$ cat src/rtl/axil_pkg.sv
// +--------------------------------------------------------------------+
// | axil_pkg : shared constants and FSM encodings for the AXI-Lite     |
// |            register slave.                  Revision: 1.0          |
// +--------------------------------------------------------------------+
`default_nettype none

package axil_pkg;

  localparam int DATA_W = 32;

  localparam logic [1:0] RESP_OKAY   = 2'b00;
  localparam logic [1:0] RESP_SLVERR = 2'b10;
  localparam logic [1:0] RESP_DECERR = 2'b11;

  typedef enum logic [0:0] {
    WR_IDLE = 1'b0,
    WR_RESP = 1'b1
  } wr_state_e;

  typedef enum logic [0:0] {
    RD_IDLE = 1'b0,
    RD_DATA = 1'b1
  } rd_state_e;

endpackage

`default_nettype wire

$ cat src/rtl/axil_regfile.sv
// +--------------------------------------------------------------------+
// | axil_regfile : NUM_REGS x 32-bit storage, byte-strobed write port, |
// |                one combinational read port.     Revision: 1.0      |
// +--------------------------------------------------------------------+
`default_nettype none

module axil_regfile
  import axil_pkg::*;
#(
  parameter int NUM_REGS = 16,
  parameter int IDX_W    = 4
) (
  input  logic                clk,
  input  logic                reset,
  input  logic                we,
  input  logic [IDX_W-1:0]    waddr,
  input  logic [DATA_W-1:0]   wdata,
  input  logic [DATA_W/8-1:0] wstrb,
  input  logic [IDX_W-1:0]    raddr,
  output logic [DATA_W-1:0]   rdata
);

  logic [DATA_W-1:0] regs_q [NUM_REGS];
  logic [DATA_W-1:0] regs_d [NUM_REGS];

  always_comb begin
    regs_d = regs_q;
    if (we) begin
      for (int b = 0; b < DATA_W/8; b++) begin
        if (wstrb[b]) begin
          regs_d[waddr][b*8 +: 8] = wdata[b*8 +: 8];
        end
      end
    end
  end

  always_ff @(posedge clk) begin
    if (!reset) begin
      for (int i = 0; i < NUM_REGS; i++) begin
        regs_q[i] <= '0;
      end
    end else begin
      regs_q <= regs_d;
    end
  end

  // Read sees the pre-edge contents, so a same-cycle commit is not visible.
  assign rdata = regs_q[raddr];

endmodule

`default_nettype wire

$ cat src/rtl/axil_slave_regs.sv
// +--------------------------------------------------------------------+
// | axil_slave_regs : AXI4-Lite slave with independent write/read FSMs |
// |   over a 32-bit register bank. Option macro: AXIL_SLV_DECERR_EN.   |
// |                                                 Revision: 1.0      |
// +--------------------------------------------------------------------+
`default_nettype none

module axil_slave_regs
  import axil_pkg::*;
#(
  parameter int ADDR_W   = 32,
  parameter int NUM_REGS = 16
) (
  input  logic                clk,
  input  logic                reset,
  input  logic [ADDR_W-1:0]   awaddr,
  input  logic                awvalid,
  output logic                awready,
  input  logic [DATA_W-1:0]   wdata,
  input  logic [DATA_W/8-1:0] wstrb,
  input  logic                wvalid,
  output logic                wready,
  output logic [1:0]          bresp,
  output logic                bvalid,
  input  logic                bready,
  input  logic [ADDR_W-1:0]   araddr,
  input  logic                arvalid,
  output logic                arready,
  output logic [DATA_W-1:0]   rdata,
  output logic [1:0]          rresp,
  output logic                rvalid,
  input  logic                rready
);

  localparam int IDX_W = (NUM_REGS > 1) ? $clog2(NUM_REGS) : 1;

`ifdef AXIL_SLV_DECERR_EN
  localparam logic [1:0] OOR_RESP = RESP_DECERR;
`else
  localparam logic [1:0] OOR_RESP = RESP_OKAY;
`endif

  function automatic logic in_range(input logic [ADDR_W-1:0] addr);
    return (addr >> 2) < ADDR_W'(NUM_REGS);
  endfunction

  logic                ready_en_q, ready_en_d;
  wr_state_e           wr_state_q, wr_state_d;
  logic                aw_have_q, aw_have_d;
  logic [ADDR_W-1:0]   awaddr_q, awaddr_d;
  logic                w_have_q, w_have_d;
  logic [DATA_W-1:0]   wdata_q, wdata_d;
  logic [DATA_W/8-1:0] wstrb_q, wstrb_d;
  logic                bvalid_q, bvalid_d;
  logic [1:0]          bresp_q, bresp_d;
  rd_state_e           rd_state_q, rd_state_d;
  logic                rvalid_q, rvalid_d;
  logic [DATA_W-1:0]   rdata_q, rdata_d;
  logic [1:0]          rresp_q, rresp_d;

  logic                wr_commit;
  logic [DATA_W-1:0]   rf_rdata;

  // Readies derive only from registered state; ready_en_q holds them low in reset.
  assign awready = ready_en_q && (wr_state_q == WR_IDLE) && !aw_have_q;
  assign wready  = ready_en_q && (wr_state_q == WR_IDLE) && !w_have_q;
  assign arready = ready_en_q && (rd_state_q == RD_IDLE);

  assign wr_commit = (wr_state_q == WR_IDLE) && aw_have_q && w_have_q && in_range(awaddr_q);

  axil_regfile #(
    .NUM_REGS (NUM_REGS),
    .IDX_W    (IDX_W)
  ) u_regfile (
    .clk   (clk),
    .reset (reset),
    .we    (wr_commit),
    .waddr (awaddr_q[IDX_W+1:2]),
    .wdata (wdata_q),
    .wstrb (wstrb_q),
    .raddr (araddr[IDX_W+1:2]),
    .rdata (rf_rdata)
  );

  always_comb begin
    ready_en_d = 1'b1;
    wr_state_d = wr_state_q;
    aw_have_d  = aw_have_q;
    awaddr_d   = awaddr_q;
    w_have_d   = w_have_q;
    wdata_d    = wdata_q;
    wstrb_d    = wstrb_q;
    bvalid_d   = bvalid_q;
    bresp_d    = bresp_q;
    unique case (wr_state_q)
      WR_IDLE: begin
        if (aw_have_q && w_have_q) begin
          bvalid_d   = 1'b1;
          bresp_d    = in_range(awaddr_q) ? RESP_OKAY : OOR_RESP;
          wr_state_d = WR_RESP;
        end else begin
          if (awvalid && awready) begin
            aw_have_d = 1'b1;
            awaddr_d  = awaddr;
          end
          if (wvalid && wready) begin
            w_have_d = 1'b1;
            wdata_d  = wdata;
            wstrb_d  = wstrb;
          end
        end
      end
      WR_RESP: begin
        if (bready) begin
          bvalid_d   = 1'b0;
          aw_have_d  = 1'b0;
          w_have_d   = 1'b0;
          wr_state_d = WR_IDLE;
        end
      end
      default: wr_state_d = WR_IDLE;
    endcase
  end

  always_comb begin
    rd_state_d = rd_state_q;
    rvalid_d   = rvalid_q;
    rdata_d    = rdata_q;
    rresp_d    = rresp_q;
    unique case (rd_state_q)
      RD_IDLE: begin
        if (arvalid && arready) begin
          rvalid_d   = 1'b1;
          rdata_d    = in_range(araddr) ? rf_rdata : '0;
          rresp_d    = in_range(araddr) ? RESP_OKAY : OOR_RESP;
          rd_state_d = RD_DATA;
        end
      end
      RD_DATA: begin
        if (rready) begin
          rvalid_d   = 1'b0;
          rd_state_d = RD_IDLE;
        end
      end
      default: rd_state_d = RD_IDLE;
    endcase
  end

  always_ff @(posedge clk) begin
    if (!reset) begin
      ready_en_q <= 1'b0;
      wr_state_q <= WR_IDLE;
      aw_have_q  <= 1'b0;
      awaddr_q   <= '0;
      w_have_q   <= 1'b0;
      wdata_q    <= '0;
      wstrb_q    <= '0;
      bvalid_q   <= 1'b0;
      bresp_q    <= RESP_OKAY;
      rd_state_q <= RD_IDLE;
      rvalid_q   <= 1'b0;
      rdata_q    <= '0;
      rresp_q    <= RESP_OKAY;
    end else begin
      ready_en_q <= ready_en_d;
      wr_state_q <= wr_state_d;
      aw_have_q  <= aw_have_d;
      awaddr_q   <= awaddr_d;
      w_have_q   <= w_have_d;
      wdata_q    <= wdata_d;
      wstrb_q    <= wstrb_d;
      bvalid_q   <= bvalid_d;
      bresp_q    <= bresp_d;
      rd_state_q <= rd_state_d;
      rvalid_q   <= rvalid_d;
      rdata_q    <= rdata_d;
      rresp_q    <= rresp_d;
    end
  end

  assign bvalid = bvalid_q;
  assign bresp  = bresp_q;
  assign rvalid = rvalid_q;
  assign rdata  = rdata_q;
  assign rresp  = rresp_q;

endmodule

`default_nettype wire

$ cat config.mk
export PLATFORM = sky130hd
export DESIGN_NAME = axil_slave_regs
export DESIGN_NICKNAME = d
export VERILOG_FILES = /design/src/rtl/axil_pkg.sv /design/src/rtl/axil_regfile.sv /design/src/rtl/axil_slave_regs.sv
export SDC_FILE = /design/constraint.sdc
export NUM_CORES = 1
export LEC_CHECK = 0
export ABC_CLOCK_PERIOD_IN_PS = 2000
export CAP_MARGIN = 20
export CORE_UTILIZATION = 43
export CTS_CLUSTER_DIAMETER = 200
export DETAILED_ROUTE_END_ITERATION = 16
export MAX_ROUTING_LAYER = met4
export PLACE_DENSITY_LB_ADDON = 0.08
export SLEW_MARGIN = 30
export SYNTH_ARGS = -nofsm -noshare
export SYNTH_HDL_FRONTEND = slang
export SYNTH_HIERARCHICAL = 1
export SYNTH_SLANG_ARGS = --single-unit
$ cat constraint.sdc
create_clock -name clk -period 2 [get_ports clk]
set_input_delay 0.4 -clock clk [delete_from_list [all_inputs] [get_ports clk]]
set_output_delay 0.4 -clock clk [all_outputs]
set_load 0.01 [all_outputs]
==> results of run 1 <==
## cells in the mapped netlist, types with 6 or more instances
master | count | area share [%]
nor4_1 | 9 | 0.19
a22oi_1 | 64 | 1.7
nor2b_1 | 11 | 0.24
mux4_2 | 128 | 9.9
nor2_1 | 7 | 0.090
a21boi_1 | 174 | 4.5
buf_4 | 18 | 0.46
nand2_1 | 169 | 2.2
nand3_1 | 544 | 9.4
o31ai_2 | 30 | 1.3
and4b_1 | 8 | 0.28
buf_1 | 20 | 0.26
nand4b_1 | 8 | 0.24
nand4bb_1 | 6 | 0.23
nand2b_1 | 6 | 0.13
nand4_1 | 7 | 0.15
o21ai_0 | 512 | 8.8
clkbuf_1 | 265 | 3.4
buf_2 | 126 | 2.2
dfxtp_1 | 617 | 42
inv_1 | 32 | 0.41
a21boi_0 | 406 | 10
## per-layer routing
metal / routed length (um) / up-vias / part of all wire [%]
met4: 2830 / 0 / 2.8
met5: 0 / - / 0
met2: 48000 / 1047 / 48
met3: 6770 / 175 / 6.7
met1: 43400 / 12900 / 43
li1: - / 11500 / -
## worst register-to-register path, cell delays in order (launching register included)
cell	delay, ns
dfxtp_2	0.33
nor4_4	0.27
nand4_1	0.25
nor2_4	0.24
buf_12	0.16
buf_12	0.13
and4bb_4	0.34
clkbuf_16	0.21
nand3_2	0.09
a21boi_1	0.17
## area by class of cell
type	count	share of cell area, %
repair buffers	315	12.0
multi-input cells	2121	43.6
inverters	32	0.337
flip-flops and latches	617	34.7
clock buffers	103	5.75
clock inverters	18	0.576
well taps	864	3.03
## placed cells by master, fill, tap and decap left out, types with 4 or more instances in the layout
cell type	instances
clkbuf_16	94
inv_1	32
clkbuf_1	19
and4_4	4
nand4_1	7
a22oi_1	64
and4b_4	5
buf_6	10
dfxtp_1	613
nor2b_4	4
nand3_1	476
mux4_2	128
buf_12	87
nand2_1	168
nor2b_1	5
nand3_2	52
bufinv_16	4
a21boi_0	126
nor4_1	6
nand3_4	16
nand4b_1	8
buf_4	53
dfxtp_2	4
a21boi_2	39
conb_1	4
o21ai_1	46
a21boi_1	415
nand2b_1	4
inv_6	4
o31ai_2	30
clkbuf_8	12
clkinv_2	10
o21ai_0	464
clkdlybuf4s50_1	133
nand4bb_1	5
## cell families after synthesis
logic type             synth area share [%]
AO/OA/AOI/OAI                          26.8
AND/OR/NAND/NOR                        13.9
flip-flops                             42.5
buffers and inverters                  6.91
multiplexers                           9.91
other                                0.0129
## timing repair
item / CTS / global route
hold buffers: 1 / 0
endpoints found under the hold margin: 1 / 0
pin swaps: 7 / 71
setup endpoints to repair: 523 / 523
setup buffers: 4 / 6
resized for setup: 141 / 363
cloned: 5 / 27
## metrics by stage
stage               util [%]  TNS [ns]  worst slack [ns]  hold WS (ns)
floorplan                  -         0            0.0374         0.428
global placement        48.1    -93.87            -0.276         0.444
detailed placement      48.1   -101.61            -0.331         0.446
CTS                     51.8    -80.27            -0.248         0.313
global route            53.7   -151.50            -0.352         0.343
finish                  53.7    -89.19            -0.248         0.338
## registers in the layout, indices dropped and copies added, names as in the netlist
signal	count
aw_have_q	1
rd_state_q	1
rdata	32
u_regfile/regs_q	512
wdata_q	32
rvalid	1
ready_en_q	1
wstrb_q	4
w_have_q	1
awaddr_q	30
wr_state_q	1
bvalid	1
## path summary, 6_finish.rpt
| kind | to | cells past startpoint | startpoint |
|---|---|---|---|
| hold reg to reg | awaddr_q[8] | 2 | awaddr_q[8] |
| setup / recovery | u_regfile/regs_q[488] | 9 | awaddr_q[9] |
| setup reg to reg | u_regfile/regs_q[488] | 9 | awaddr_q[9] |
| hold / removal | wdata_q[0] | 3 | wdata[0] |
## power groups by stage
stage / combinational (W) / clock [W] / sequential (W)
2_1_floorplan: 0.00108 / 0 / 0.0127
3_3_place_gp: 0.00186 / 0 / 0.0128
3_5_place_dp: 0.00188 / 0 / 0.0128
4_1_cts: 0.00190 / 0.0130 / 0.0126
5_1_grt: 0.00202 / 0.0136 / 0.0126
6_report: 0.00194 / 0.0128 / 0.0126
==> flow_summary.yaml, run 1 <==
grt:
  busiest_layer: "met2"
  grtUsageMet3_pct: 3.67
  overflow: 0
  grt_pass1_vias: 24900
  antenna_found_initial: 2
  grt_pass1_wl_mm: 148
  grt_use_met1_pct: 36.9
  use_met2_pct: 45.8
  grt_use_total_pct: 28.5
  grt_max_degree: 177
clock_network:
  cts_root_buffer: "clkbuf_16"
  cts_tree: "yes"
  numCtsBuffers: 70
  clockBufferDepth: 3
  clk_latency_ns: 0.62
  clock_sinks: 617
  clkTransAtPathRegs_ns: 0.06
  h-tree-depth: 3
routing:
  vias_per_cell: 6.30
  vias: 25600
  wl_per_cell_um: 24.8
  drt-initial-drc-count: 2567
  firstDrtPassIters: 5
  drt-total-wl_mm: 101
  ant_nets: 0
  drc: 0
timing:
  hold_viol: 0
  relSlewSlack_pct: 34.2
  finalCriticalPeriod_ns: 2.25
  grt_setup_unrepaired: "true"
  setup_viol: 519
  slew_violations: 0
  final.setup.worst_slack_ns: -0.248
  clock_skew_ns: 0.0240
  tightest_slew_ns: 0.986
  fmax_mhz: 445
  fin_crit_sh_pct: 112
finish:
  drive_gt1_share_pct: 18.5
  syn2layout_area_growth_pct: 22.5
  antenna_cells: 0
  stdcell_count: 4070
  final_area_um2: 35600
  multi_input_area_um2: 15500
  final_nets: 3264
  nFillCells: 5910
  ff_latch_area_um2: 12400
pwr:
  netSwitchingFraction_pct: 23.9
  peakVddDrop_v: 0.000561
  combPwrFrac_pct: 7.1
  p_sw_w: 0.00654
  seq_power_share_pct: 46.1
  finalPower_w: 0.0273
  p_leak_nw: 11.4
  pwr-share-clk_pct: 46.8
  p_per_area_nw_per_um2: 766
  intPower_w: 0.0208
synth:
  synth_edf_count: 0
  avgSynthCellArea_um2: 9.08
  yosysSeqAreaShare_pct: 42.5
  synth.cell_area_um2: 29100
  synth_seq_cells: 617
  syn_inst: 3203
  ys_warn_count: 6
  async_reset_ff_share_pct: 0
  ys.flop_type: "dfxtp_1"
  synth_cell_types: 41
place:
  hpwlAfterDp_mm: 54.3
  post_dp_cell_area_um2: 31900
  numPortBuffers: 139
  gp_congestion: 0.805
  dp.cells: 3909
critical_path:
  cp_max_fo: 8
  crit_chain: "nor4_4 > nand4_1 > nor2_4 > buf_12 > buf_12 > and4bb_4 > clkbuf_16 > nand3_2 > a21boi_1"
  crit_slowest_cell: "and4bb_4"
  path_delay_family: "simple AND/OR/NAND/NOR gates"
  worst_path_most_repeated_cell: "buf_12"
  critPathLaunchType: "register"
  end_kind: "register"
  worst-setup-path-type: "reg2reg"
  max_stage_delay_ns: 0.34
  cp.required_ns: 2.53
  worst-path-buf-inv: 3
  r2r_slack_ns: -0.25
  arrival_ns: 2.77
die:
  ios: 148
  die_x_um: 262
  die_area_um2: 68700
  die_h_um: 262
  core_area_um2: 66300
  rows: 94
  start_util_pct: 43.9
hold_path:
  hp-class: "in2reg"
run_status:
  violations: "setup timing"
  status: "finished, violations left"
flow_run:
  cap_violations: 0
Power figures use the tool's default switching activity.
==> inputs of run 2 (changes only) <==
--- a/config.mk
+++ b/config.mk
@@ -6,10 +6,11 @@
 export NUM_CORES = 1
 export LEC_CHECK = 0
 export ABC_CLOCK_PERIOD_IN_PS = 2000
-export CAP_MARGIN = 20
+export CAP_MARGIN = 10
 export CORE_UTILIZATION = 43
 export CTS_CLUSTER_DIAMETER = 200
 export DETAILED_ROUTE_END_ITERATION = 16
+export HOLD_SLACK_MARGIN = 0.15
 export MAX_ROUTING_LAYER = met4
 export PLACE_DENSITY_LB_ADDON = 0.08
 export SLEW_MARGIN = 30
==> results of run 2 <==
No change in the layout: final DEF, timing and power equal those of run 1.
